===== src/rtl/tagged_flow_pkg.sv =====
// tagged_flow_pkg
// Shared widths, the tagged write-word layout and the tag range check used by
// the tagged multi-flow demultiplexing FIFO.
package tagged_flow_pkg;

  localparam int TAG_W  = 2;
  localparam int DATA_W = 8;
  localparam int CNT_W  = 13;

  typedef struct packed {
    logic [TAG_W-1:0]  tag;
    logic [DATA_W-1:0] data;
  } tagged_word_t;

  // True when the tag addresses one of the implemented flows.
  function automatic logic tag_valid(input logic [TAG_W-1:0] tag, input int flux);
    return int'(tag) < flux;
  endfunction

endpackage


===== src/rtl/tagged_flow_demux_fifo_flow_fifo.sv =====
// flow_fifo
// Single first-word-fall-through FIFO. The head word is visible on dout
// whenever empty is low; flags are registered from the next occupancy.
// Ports:
//   clk, rst   clock, async active-high reset
//   push, din  write request and data (ignored while full)
//   pop        read request (ignored while empty)
//   dout       head word, 0 while empty
//   full       occupancy == DEPTH
//   empty      occupancy == 0
module flow_fifo #(
  parameter int DEPTH  = 16,
  parameter int DATA_W = 8
) (
  input  logic              clk,
  input  logic              rst,
  input  logic              push,
  input  logic [DATA_W-1:0] din,
  input  logic              pop,
  output logic [DATA_W-1:0] dout,
  output logic              full,
  output logic              empty
);

  localparam int AW = $clog2(DEPTH);
  localparam logic [AW:0] OCC_FULL = (AW+1)'(DEPTH);
  localparam logic [AW:0] OCC_ONE  = (AW+1)'(1);

  logic [DATA_W-1:0] mem [DEPTH];
  logic [AW-1:0]     wr_ptr;
  logic [AW-1:0]     rd_ptr;
  logic [AW:0]       occ;
  logic [AW:0]       occ_nxt;
  logic              do_push;
  logic              do_pop;

  // Guards use the registered flags so a push into a full FIFO is dropped
  // even when a pop happens in the same cycle.
  assign do_push = push & ~full;
  assign do_pop  = pop & ~empty;

  always_comb begin
    occ_nxt = occ;
    if (do_push && !do_pop)
      occ_nxt = occ + OCC_ONE;
    else if (!do_push && do_pop)
      occ_nxt = occ - OCC_ONE;
  end

  always_ff @(posedge clk or posedge rst) begin
    if (rst) begin
      wr_ptr <= '0;
      rd_ptr <= '0;
      occ    <= '0;
      full   <= 1'b0;
      empty  <= 1'b1;
    end else begin
      if (do_push) wr_ptr <= wr_ptr + AW'(1);
      if (do_pop)  rd_ptr <= rd_ptr + AW'(1);
      occ   <= occ_nxt;
      full  <= (occ_nxt == OCC_FULL);
      empty <= (occ_nxt == '0);
    end
  end

  // Storage needs no reset: stale entries are never visible past empty.
  always_ff @(posedge clk) begin
    if (do_push) mem[wr_ptr] <= din;
  end

  assign dout = empty ? '0 : mem[rd_ptr];

endmodule


===== src/rtl/tagged_flow_demux_fifo.sv =====
// tagged_flow_demux_fifo
// Receives {flow_tag, data} words and steers each into one of FLUX per-flow
// FWFT FIFOs. Each flow has an independent read port and a frame counter
// that pulses frame_done when the last word of a programmed frame is read.
// Ports:
//   clk, rst            clock, async active-high reset
//   din, write          tagged input word and its strobe
//   full                per-flow full flags seen by the writer
//   rd, dout, empty     per-flow read strobe, head word slice, empty flag
//   cfg_wr, cfg_flow,   load frame size cfg_size for flow cfg_flow
//   cfg_size            (0 leaves the flow uncounted)
//   frame_done          per-flow 1-cycle pulse after final frame pop
//   ovf_err             1-cycle pulse after a dropped write
//
// Frame counter, per flow:
//   state  | meaning
//   IDLE   | rem == 0, pops are not counted
//   ACTIVE | rem >  0, each pop decrements rem; 1 -> 0 pulses frame_done
module tagged_flow_demux_fifo #(
  parameter int DEPTH  = 16,
  parameter int FLUX   = 4,
  parameter int DATA_W = 8,
  parameter int TAG_W  = 2,
  parameter int CNT_W  = 13
) (
  input  logic                   clk,
  input  logic                   rst,
  input  logic [TAG_W+DATA_W-1:0] din,
  input  logic                   write,
  output logic [FLUX-1:0]        full,
  input  logic [FLUX-1:0]        rd,
  output logic [FLUX*DATA_W-1:0] dout,
  output logic [FLUX-1:0]        empty,
  input  logic                   cfg_wr,
  input  logic [TAG_W-1:0]       cfg_flow,
  input  logic [CNT_W-1:0]       cfg_size,
  output logic [FLUX-1:0]        frame_done,
  output logic                   ovf_err
);

  import tagged_flow_pkg::tag_valid;

  logic [TAG_W-1:0]  tag;
  logic [DATA_W-1:0] pix;
  logic              tag_ok;
  logic [FLUX-1:0]   push_vec;
  logic              accept;

  assign tag    = din[TAG_W+DATA_W-1:DATA_W];
  assign pix    = din[DATA_W-1:0];
  assign tag_ok = tag_valid(tag, FLUX);
  assign accept = |push_vec;

  always_ff @(posedge clk or posedge rst) begin
    if (rst) ovf_err <= 1'b0;
    else     ovf_err <= write & ~accept;
  end

  for (genvar f = 0; f < FLUX; f++) begin : g_flow
    logic             pop_acc;
    logic             cfg_hit;
    logic [CNT_W-1:0] rem;
    logic             done_q;

    assign push_vec[f] = write & tag_ok & (tag == TAG_W'(f)) & ~full[f];
    assign pop_acc     = rd[f] & ~empty[f];
    assign cfg_hit     = cfg_wr & (cfg_flow == TAG_W'(f));

    flow_fifo #(
      .DEPTH  (DEPTH),
      .DATA_W (DATA_W)
    ) u_fifo (
      .clk   (clk),
      .rst   (rst),
      .push  (push_vec[f]),
      .din   (pix),
      .pop   (rd[f]),
      .dout  (dout[f*DATA_W +: DATA_W]),
      .full  (full[f]),
      .empty (empty[f])
    );

    // A cfg write coinciding with the final pop still lets that pop close
    // the old frame; the new size is loaded untouched by it.
    always_ff @(posedge clk or posedge rst) begin
      if (rst) begin
        rem    <= '0;
        done_q <= 1'b0;
      end else begin
        done_q <= pop_acc & (rem == CNT_W'(1));
        if (cfg_hit)
          rem <= cfg_size;
        else if (pop_acc && rem != '0)
          rem <= rem - CNT_W'(1);
      end
    end

    assign frame_done[f] = done_q;
  end

endmodule

===== config.mk =====
export PLATFORM = sky130hd
export DESIGN_NAME = tagged_flow_demux_fifo
export DESIGN_NICKNAME = d
export VERILOG_FILES = /design/src/rtl/tagged_flow_pkg.sv /design/src/rtl/tagged_flow_demux_fifo_flow_fifo.sv /design/src/rtl/tagged_flow_demux_fifo.sv
export SDC_FILE = /design/constraint.sdc
export NUM_CORES = 1
export LEC_CHECK = 0
export ABC_AREA = 1
export CAP_MARGIN = 40
export CORE_MARGIN = 1
export CORE_UTILIZATION = 56
export DETAILED_ROUTE_END_ITERATION = 6
export PLACE_DENSITY = 0.76
export SLEW_MARGIN = 0
export SYNTH_ARGS = -nofsm -noshare
export SYNTH_HDL_FRONTEND = slang
export SYNTH_SLANG_ARGS = --single-unit

===== constraint.sdc =====
create_clock -name clk -period 4.3 [get_ports clk]
set_clock_uncertainty 0.1 [all_clocks]
set_input_delay 0.86 -clock clk [delete_from_list [all_inputs] [get_ports clk]]
set_output_delay 0.86 -clock clk [all_outputs]
set_load 0.1 [all_outputs]

==> qor.txt <==
CTS tree: done
DRT antenna net count: 0
Area contributors post-synth: edfxtp_1, dfrtp_1, nor2_1
Core Footprint: 48,950 µm²
Register area: 18,310 µm²
Synth warn: 0
Footprint of the multi-input gates: 8349 µm²
Worst min path class: reg -> reg
Largest net degree at the start of global routing: 73
Failing checks: design-rule violations
Rows: 81
Initial antenna violation count: 3
Final wirelength: 66.65 mm
WP data required: 3.34 ns
GRT overflow: 0
Share of layout cells above drive strength 1: 8.223%
DRT Pass-1 Iters: 7
Syn Nets: 2,677
Vias in the first global route: 19,270
Clock Sink Count: 629
Max_slew headroom: 39.57%
# Post-CTS Setup Buffers: 0
Syn-to-layout area delta: 13.81%
Worst Setup End Kind: primary output
RSZ-0062 raised after global routing: false
CP max-delay cell: dfrtp_1
Bufs on Longest Clock Path: 3
Worst Path Arrival: 3.00 ns
Crit path kind: reg -> out
HPWL Detailed: 41.76 mm
Fmax: 252.3 MHz
Crit-path cells: clkinv_1 -> o211ai_1 -> nand3_1 -> a21oi_1 -> buf_12
Total power: 24,160 µW
Post-route setup TNS: 0 ns
Peak supply drop: 557.8 µV
Clock transition at path regs: 0.06 ns
Max Transition Viols Final: 0
Starting Density: 56.84%
Via/cell ratio: 5.845
Fillers: 3,603
Largest stage delay, worst path: 0.75 ns
Final period utilization: 92.18%
I/O pin count: 78
Height of the chip: 224.9 µm
Num CTS Buffers: 60
PD cells: 762.9 nW/µm²
Worst-Skew Late Latency: 0.63 ns
CP bufs+invs: 2
Average cell area after synthesis: 10.69 µm²
Die X: 224.9 µm
Fin crit period: 3.964 ns
H-tree levels: 2
Synth Cell Area: 27,830 µm²
Die area: 50,580 µm²
Global-route wire length before repair: 104.9 mm
Max Cap Violations: 0
Number of I/O port buffers: 77
Cell variety after synth: 35
Via count: 19,740
Final Setup Violations: 0
WL per Instance: 19.74 µm
Layout Nets: 2,733
Post-synth top area cell: edfxtp_1
Residual DRC: 2
#FFs+latches synth: 629
Yosys top cell area share: 55.25%
Final Wtd Congestion: 0.9173
Final hold vios: 0
Detailed Route Iter0 Violations: 2,112
Mapped Cells: 2,604
Post-CTS Hold Buffers: 0
Total track usage: 26.89%
Sequential area share after synthesis: 65.79%
Root Driver: clkbuf_16
Measured slew at the worst slew-check pin: 0.9065 ns
Outcome: finished, violations left
Delay-heaviest family, CP: buffers and inverters
Post-cts resize count: 0
Leak: 0.01166 µW
Worst setup SP type: register
CP Max Fanout: 18
-- routing by layer --
metal	track usage (%)	vias up	share of wire (%)
li1	-	9137	-
met1	36.16	9495	40
met2	43.67	914	48
met3	4.537	192	8.0
met4	11.02	2	4.0
met5	0	-	0.021
-- state kept, by name (all words and copies together), names as in the netlist --
name and cells:
g_flow.u_fifo.rd_ptr 16, g_flow.u_fifo.wr_ptr 16, g_flow.u_fifo.empty 4, g_flow.u_fifo.occ 20, g_flow.rem 52, g_flow.done_q 4
ovf_err 1, g_flow.u_fifo.mem 512, g_flow.u_fifo.full 4
-- final cells by class --
cell class              instances  area share [%]
flip-flops and latches        629           57.82
multi-input cells            1707           26.36
repair buffers                115           4.954
clock buffers                  69           4.943
well taps                     664           2.623
inverters                     147           1.762
clock inverters                45           1.521
diodes                          1        0.007902
-- cell usage after synthesis, drive strengths merged --
library cell	instances
a31oi	1
nand2	325
edfxtp	512
nor4	2
o21bai	1
xnor2	12
nor2	590
nor3	13
clkinv	10
inv	137
nand3b	3
nand4	19
buf	70
nand3	213
dfstp	4
clkbuf	51
dfrtp	113
o211ai	104
a21oi	38
ha	40
o21ai	305
xor2	41
-- layout by cell type (no fill, tap or decap), types with 6 or more instances in the layout --
master and count:
a21oi_1 37, buf_12 39, buf_4 22, buf_8 10, bufinv_16 8, clkbuf_1 6, clkbuf_16 60, clkdlybuf4s50_1 37
clkinv_1 20, clkinv_2 12, clkinvlp_4 7, dfrtp_1 109, edfxtp_1 512, ha_1 40, inv_1 126, inv_2 10
nand2_1 312, nand2_2 8, nand3_1 210, nand4_1 19, nor2_1 580, nor3_1 12, o211ai_1 104, o21ai_0 300
xnor2_1 12, xor2_1 41
-- cell families after synthesis --
kind of cell	share of synthesized area (%)
AO/OA/AOI/OAI	9.065
XOR/XNOR	1.668
AND/OR/NAND/NOR	17.47
buffers and inverters	4.200
adder cells (fa/ha/maj)	1.799
flip-flops	65.79
-- worst min-delay path: stages, from the launching register on --
cell and delay [ns]:
dfrtp_1 0.38, nand2_1 0.07, nand3_1 0.07
-- through the flow --
step	instance area [µm²]	utilization (%)	hold slack [ns]	instances	setup slack (ns)
finish	31670	64.70	0.4434	3377	0.3363
CTS	31670	64.69	0.4445	3376	0.3343
floorplan	27830	-	0.3729	2604	0.2459
detailed placement	29620	60.51	0.4296	3262	0.9488
global placement	29300	59.86	0.4185	3244	1.078
global route	31670	64.69	0.4599	3376	0.1402
-- report_power, final --
| group | switching [µW] | leakage [µW] | total, µW | internal (µW) |
|---|---|---|---|---|
| clock network | 2320 | 0.000984 | 5430 | 3110 |
| logic | 7450 | 0.00465 | 10900 | 3420 |
| registers | 657 | 0.00603 | 7870 | 7210 |
-- worst paths after layout --
| kind | endpoint | slack [ns] | depth (start not counted) | from |
|---|---|---|---|---|
| max | dout[9] | 0.34 | 5 | g_flow[1].u_fifo.rd_ptr[2] |
| min | g_flow[1].rem[0] | 0.44 | 2 | g_flow[1].rem[0] |
| max reg2reg | g_flow[2].u_fifo.mem[2][3] | 1.93 | 5 | g_flow[2].u_fifo.full |
| min reg2reg | g_flow[1].rem[0] | 0.44 | 2 | g_flow[1].rem[0] |
| max in group asynchronous | g_flow[1].u_fifo.empty | 2.64 | 3 | rst |
| min in group asynchronous | g_flow[3].u_fifo.rd_ptr[1] | 0.64 | 2 | rst |
Note: power is estimated with default switching activity, not from simulation.
